--- config.mk ---
export PLATFORM = sky130hd
export DESIGN_NAME = ball_motion_controller
export DESIGN_NICKNAME = d
export VERILOG_FILES = /design/src/rtl/ball_motion_controller.sv
export SDC_FILE = /design/constraint.sdc
export NUM_CORES = 1
export LEC_CHECK = 0
export CORE_ASPECT_RATIO = 0.5
export CORE_MARGIN = 2
export CORE_UTILIZATION = 57
export DETAILED_ROUTE_END_ITERATION = 10
export DONT_BUFFER_PORTS = 1
export HOLD_SLACK_MARGIN = 0.12
export PLACE_DENSITY_LB_ADDON = 0.25
export SYNTH_ARGS = -nofsm -noshare
export SYNTH_HDL_FRONTEND = slang
export SYNTH_SLANG_ARGS = --single-unit
--- constraint.sdc ---
create_clock -name clk -period 5.45 [get_ports clk]
set_clock_uncertainty 0.2 [all_clocks]
set_input_delay 1.09 -clock clk [delete_from_list [all_inputs] [get_ports clk]]
set_output_delay 1.09 -clock clk [all_outputs]
set_load 0.01 [all_outputs]
--- src/rtl/ball_motion_controller.sv ---
`timescale 1ns/1ps
// Ball position/direction controller: serve, per-frame motion, reflection and miss detection.
// Optional build macro BALL_MOTION_SCORE_EN adds saturating scoreLeft/scoreRight counters.
module ball_motion_controller #(
    parameter int unsigned BIT_WIDTH   = 10,
    parameter int unsigned SCREEN_W    = 640,
    parameter int unsigned FLOOR_Y     = 0,
    parameter int unsigned CEIL_Y      = 479,
    parameter int unsigned BALL_RADIUS = 4,
    parameter int unsigned START_X     = 320,
    parameter int unsigned START_Y     = 240,
    parameter int unsigned SERVE_DELAY = 60
) (
    input  logic                 clk,
    input  logic                 reset,
    input  logic                 frameTick,
    input  logic                 serveBtn,
    input  logic                 ballTouchingPaddleL,
    input  logic                 ballTouchingPaddleR,
    input  logic                 ballTouchingFloor,
    output logic [BIT_WIDTH-1:0] ballX,
    output logic [BIT_WIDTH-1:0] ballY,
    output logic                 inPlay,
    output logic                 missLeft,
`ifdef BALL_MOTION_SCORE_EN
    output logic                 missRight,
    output logic [3:0]           scoreLeft,
    output logic [3:0]           scoreRight
`else
    output logic                 missRight
`endif
);

    localparam int unsigned XW    = BIT_WIDTH + 1;
    localparam int unsigned CNT_W = (SERVE_DELAY > 1) ? $clog2(SERVE_DELAY) : 1;

    localparam logic [BIT_WIDTH-1:0] START_XV   = BIT_WIDTH'(START_X);
    localparam logic [BIT_WIDTH-1:0] START_YV   = BIT_WIDTH'(START_Y);
    localparam logic [XW-1:0]        HALF_W     = XW'(SCREEN_W / 2);
    localparam logic [XW-1:0]        RADIUS     = XW'(BALL_RADIUS);
    localparam logic [XW-1:0]        CEIL_E     = XW'(CEIL_Y);
    localparam logic [XW-1:0]        FLOOR_E    = XW'(FLOOR_Y);
    localparam logic [XW-1:0]        RIGHT_EDGE = XW'(SCREEN_W - 1 - BALL_RADIUS);
    localparam logic [CNT_W-1:0]     SERVE_LAST = CNT_W'(SERVE_DELAY - 1);

    typedef enum logic [1:0] {
        S_IDLE       = 2'd0,
        S_SERVE_WAIT = 2'd1,
        S_PLAY       = 2'd2,
        S_MISS       = 2'd3
    } state_t;

    state_t               state_q, state_d;
    logic [BIT_WIDTH-1:0] x_q, x_d;
    logic [BIT_WIDTH-1:0] y_q, y_d;
    logic                 dir_x_q, dir_x_d;    // 1 = moving toward +X
    logic                 dir_y_q, dir_y_d;    // 1 = moving toward +Y (up)
    logic [CNT_W-1:0]     cnt_q, cnt_d;
    logic                 in_play_q, in_play_d;
    logic                 miss_left_q, miss_left_d;
    logic                 miss_right_q, miss_right_d;
`ifdef BALL_MOTION_SCORE_EN
    logic [3:0]           score_left_q, score_left_d;
    logic [3:0]           score_right_q, score_right_d;
`endif

    logic [XW-1:0] ext_x;
    logic [XW-1:0] ext_y;
    logic [XW-1:0] sum_x;
    logic [XW-1:0] sum_y;
    logic          touch;

    // Next-state, motion and reflection logic.
    always_comb begin
        state_d      = state_q;
        x_d          = x_q;
        y_d          = y_q;
        dir_x_d      = dir_x_q;
        dir_y_d      = dir_y_q;
        cnt_d        = cnt_q;
        miss_left_d  = 1'b0;
        miss_right_d = 1'b0;
        ext_x        = {1'b0, x_q};
        ext_y        = {1'b0, y_q};
        sum_x        = ext_x;
        sum_y        = ext_y;
        touch        = ballTouchingPaddleL | ballTouchingPaddleR;
`ifdef BALL_MOTION_SCORE_EN
        score_left_d  = score_left_q;
        score_right_d = score_right_q;
`endif

        unique case (state_q)
            S_IDLE: begin
                x_d   = START_XV;
                y_d   = START_YV;
                cnt_d = '0;
                if (serveBtn) begin
                    state_d = S_SERVE_WAIT;
                end
            end

            S_SERVE_WAIT: begin
                if (frameTick) begin
                    if (cnt_q == SERVE_LAST) begin
                        cnt_d   = '0;
                        state_d = S_PLAY;
                    end else begin
                        cnt_d = cnt_q + CNT_W'(1);
                    end
                end
            end

            S_PLAY: begin
                if (frameTick) begin
                    if (touch) begin
                        dir_x_d = (ext_x < HALF_W);
                    end
                    if (ballTouchingFloor) begin
                        dir_y_d = 1'b1;
                    end
                    if ((ext_y + RADIUS) >= CEIL_E) begin
                        dir_y_d = 1'b0;
                    end

                    if (!touch && (ext_x <= RADIUS)) begin
                        miss_left_d = 1'b1;
                        state_d     = S_MISS;
                    end else if (!touch && (ext_x >= RIGHT_EDGE)) begin
                        miss_right_d = 1'b1;
                        state_d      = S_MISS;
                    end else begin
                        sum_x = dir_x_d ? (ext_x + XW'(1)) : (ext_x - XW'(1));
                        sum_y = dir_y_d ? (ext_y + XW'(1)) : (ext_y - XW'(1));
                        // Hold an axis rather than wrap or sink below the floor line.
                        x_d = sum_x[XW-1] ? x_q : sum_x[BIT_WIDTH-1:0];
                        y_d = ($signed(sum_y) < $signed(FLOOR_E)) ? y_q : sum_y[BIT_WIDTH-1:0];
                    end
                end
            end

            S_MISS: begin
                x_d     = START_XV;
                y_d     = START_YV;
                dir_x_d = !miss_left_q;
                dir_y_d = 1'b1;
                state_d = S_IDLE;
`ifdef BALL_MOTION_SCORE_EN
                if (miss_right_q && (score_left_q != 4'd15)) begin
                    score_left_d = score_left_q + 4'd1;
                end
                if (miss_left_q && (score_right_q != 4'd15)) begin
                    score_right_d = score_right_q + 4'd1;
                end
`endif
            end

            default: begin
                state_d = S_IDLE;
            end
        endcase

        in_play_d = (state_d == S_PLAY);
    end

    // State and output registers with synchronous reset.
    always_ff @(posedge clk) begin
        if (reset) begin
            state_q      <= S_IDLE;
            x_q          <= START_XV;
            y_q          <= START_YV;
            dir_x_q      <= 1'b1;
            dir_y_q      <= 1'b1;
            cnt_q        <= '0;
            in_play_q    <= 1'b0;
            miss_left_q  <= 1'b0;
            miss_right_q <= 1'b0;
`ifdef BALL_MOTION_SCORE_EN
            score_left_q  <= 4'd0;
            score_right_q <= 4'd0;
`endif
        end else begin
            state_q      <= state_d;
            x_q          <= x_d;
            y_q          <= y_d;
            dir_x_q      <= dir_x_d;
            dir_y_q      <= dir_y_d;
            cnt_q        <= cnt_d;
            in_play_q    <= in_play_d;
            miss_left_q  <= miss_left_d;
            miss_right_q <= miss_right_d;
`ifdef BALL_MOTION_SCORE_EN
            score_left_q  <= score_left_d;
            score_right_q <= score_right_d;
`endif
        end
    end

    assign ballX     = x_q;
    assign ballY     = y_q;
    assign inPlay    = in_play_q;
    assign missLeft  = miss_left_q;
    assign missRight = miss_right_q;
`ifdef BALL_MOTION_SCORE_EN
    assign scoreLeft  = score_left_q;
    assign scoreRight = score_right_q;
`endif

endmodule

==> impl_metrics.toml <==
[place]
dpl-instance-area_sq_um = 2530
place_congestion = 0.917
portBuffers = 0
dp_hpwl_um = 4280

[sta]
maxSlewHeadroom_pct = 25.5
tightest_slew_ns = 1.12
setup_viol = 0
fin_crit_ns = 4.69
hold_viol_final = 0
fin_crit_sh_pct = 86.1
rsz0062_at_grt = "no"
maxSlewViolCount = 0
fmax_mhz = 213
fin_tns_setup_ns = 0

[power_and_ir_drop]
p_seq_share_pct = 44.5
internal_power_uw = 406
finalPower_uw = 572
switching_share_pct = 28.9
vdd_drop_max_uv = 137
pwr-share-comb_pct = 18.4
p_clk_share_pct = 37.1
power_density_nw_per_um2 = 217
power_switching_uw = 165
leakage_nw = 1.04

[drt]
viasPerCell = 6.15
routedWlPerCell_um = 15.8
first_pass_iters = 4
num_vias = 2262
drc = 0
drt_first_iter_violations = 104
ant_nets = 0
drt-total-wl_um = 5810

[run_status]
status = "finished, final reports clean"

[synth]
synthCells = 313
synth_cell_types = 51
synth-edff-count = 0
synth_area_sq_um = 2510
syn_nets = 347
yosysWarningCount = 0
avgSynthCellArea_sq_um = 8.01
yosys_most_used_dff = "dfxtp_1"
ys_seq_area_share_pct = 26.3
yosys_register_bits = 33
async_reset_ff_share_pct = 0

[floorplan]
die_x_um = 97.8
io_pins = 30
fp.dieH_um = 50.9
start_util_pct = 61.7
num_rows = 16
coreArea_sq_um = 4060
dieArea_sq_um = 4980

[hold_path]
hold_class = "reg -> reg"

[cells_and_area]
syn_to_final_growth_pct = 5.04
post-route-util_pct = 64.8
nets = 347
n_antenna_cell = 0
stdcell_area_sq_um = 2630
drive_gt1_share_pct = 6.37

[grt]
grt_pass1_wl_um = 9880
globalRoute.totalOverflow = 0
grt_pass1_vias = 2136
track_usage_pct = 24.8
antenna_found_initial = 0
grt_max_degree = 35

[critical_path]
crit_path_max_fanout = 10
path_class = "reg -> reg"
critPathArrivalTime_ns = 4.68
endpoint_kind = "register"
start_kind = "register"
required_ns = 5.44

[clock_tree]
cts-root-buf = "clkbuf_8"
cts_setup_buffers = 0
cts_buffers = 5
post_cts_resized = 0
clockBufferDepth = 2
htreeDepth = 2
clk_latency_ns = 0.30
path_clk_slew_ns = 0.07
cts_hold_buf = 0
cts_sinks = 33
tritoncts = "done"

[job]
drv_cap = 0
## worst max-delay path, stage by stage (launching register included)
cell and delay, ns:
dfxtp_1 0.60, inv_1 0.09, ha_1 0.29, nor2_1 0.04
o2111ai_1 0.20, o21ai_1 0.11, a31oi_2 0.34, inv_1 0.26
ha_1 0.36, nor2b_1 0.16, o31ai_2 0.26, a21oi_1 0.16
a311oi_1 0.35, xor2_1 0.24, o41a_1 0.57, mux2_4 0.34
## routing by layer
layer | vias to the layer above | part of all wire [%] | GRT usage, %
li1 | 1133 | - | -
met1 | 1058 | 49 | 32.4
met2 | 64 | 42 | 40.0
met3 | 7 | 7.5 | 6.16
met4 | 0 | 1.3 | 9.95
met5 | - | 0 | 0
## final timing paths
| kind | start | endpoint | slack [ns] | depth (start not counted) |
|---|---|---|---|---|
| max | ballY[2]$_SDFFE_PP0P_ | ballY[1]$_SDFFE_PP0P_ | 0.76 | 15 |
| min | cnt_q[5]$_SDFFE_PP0P_ | cnt_q[5]$_SDFFE_PP0P_ | 0.31 | 1 |
| max reg2reg | ballY[2]$_SDFFE_PP0P_ | ballY[1]$_SDFFE_PP0P_ | 0.76 | 15 |
| min reg2reg | cnt_q[5]$_SDFFE_PP0P_ | cnt_q[5]$_SDFFE_PP0P_ | 0.31 | 1 |
## through the flow
step                instances  setup slack (ns)  hold WS, ns
finish                    368             0.758        0.305
global route              368             0.458        0.329
CTS                       368             0.860        0.298
detailed placement        360             0.925        0.287
global placement          360              1.05        0.276
floorplan                 313              1.42        0.240
## layout make-up
| cell class | instances | area [sq um] |
|---|---|---|
| clock buffer | 7 | 96.3 |
| clock inverter | 1 | 5.00 |
| fill | 369 | 1430 |
| inverter | 17 | 63.8 |
| multi-input combinational | 255 | 1730 |
| sequential | 33 | 661 |
| tap | 54 | 67.6 |
| timing repair buffer | 1 | 7.51 |
## power by group through the flow
stage / Combinational, mW / Sequential, mW / Clock, mW
after CTS: 0.104 / 0.255 / 0.212
after floorplan: 0.0904 / 0.258 / 0
after global routing: 0.117 / 0.256 / 0.225
final: 0.105 / 0.255 / 0.212
after detailed placement: 0.103 / 0.260 / 0
after global placement: 0.0998 / 0.260 / 0
## cell usage in the layout, fill, tap and decap left out, types with 2 or more instances in the layout
cell type  count
a21oi_1       19
a22o_1         2
a311oi_1       4
a31oi_1        6
and2_1         2
clkbuf_8       7
dfxtp_1       33
fa_1           2
ha_1          25
inv_1         17
mux2_4         2
mux2i_1       10
nand2_1       19
nand2b_1      16
nand3_1       12
nand4_1        5
nor2_1        41
nor2b_1        8
nor3_1         4
nor4b_1        2
o2111ai_1      2
o211ai_1       2
o21a_1         5
o21ai_0       25
o221ai_1       2
o31ai_1        3
o31ai_2        2
or2_2          3
or3_1          2
xnor2_1        9
xor2_1         3
## state kept, by name, indices dropped and copies added (netlist names)
signal	cells
dir_y_q	1
state_q	2
missLeft	1
inPlay	1
dir_x_q	1
ballY	10
missRight	1
cnt_q	6
ballX	10
## synth_stat cells (all sizes together) (2+ instances only)
master	instances	area, sq um
a21oi	20	104
a22o	2	17.5
a311oi	4	35.0
a31oi	7	50.1
and2	2	12.5
and3	2	13.8
buf	5	43.8
clkbuf	3	11.3
dfxtp	33	661
fa	2	40.0
ha	25	313
inv	17	63.8
mux2	2	30.0
mux2i	10	100
nand2	19	71.3
nand2b	16	100
nand3	12	60.1
nand4	5	31.3
nor2	41	154
nor2b	8	50.1
nor3	4	20.0
nor4b	2	17.5
o2111ai	2	17.5
o211ai	2	15.0
o21a	5	37.5
o21ai	26	130
o221ai	2	17.5
o31ai	5	42.5
or2	3	18.8
or3	2	12.5
xnor2	9	78.8
xor2	3	26.3
## cell families after synthesis
logic type | share of synthesized area, %
AOI/OAI and AO/OA | 21.9
DFF | 26.3
buffers and inverters | 4.74
adders and majority gates | 14.1
and+or+nand+nor | 23.6
muxes | 5.19
xor gates and xnor gates | 4.19
Note: power is estimated with default switching activity, not from simulation.
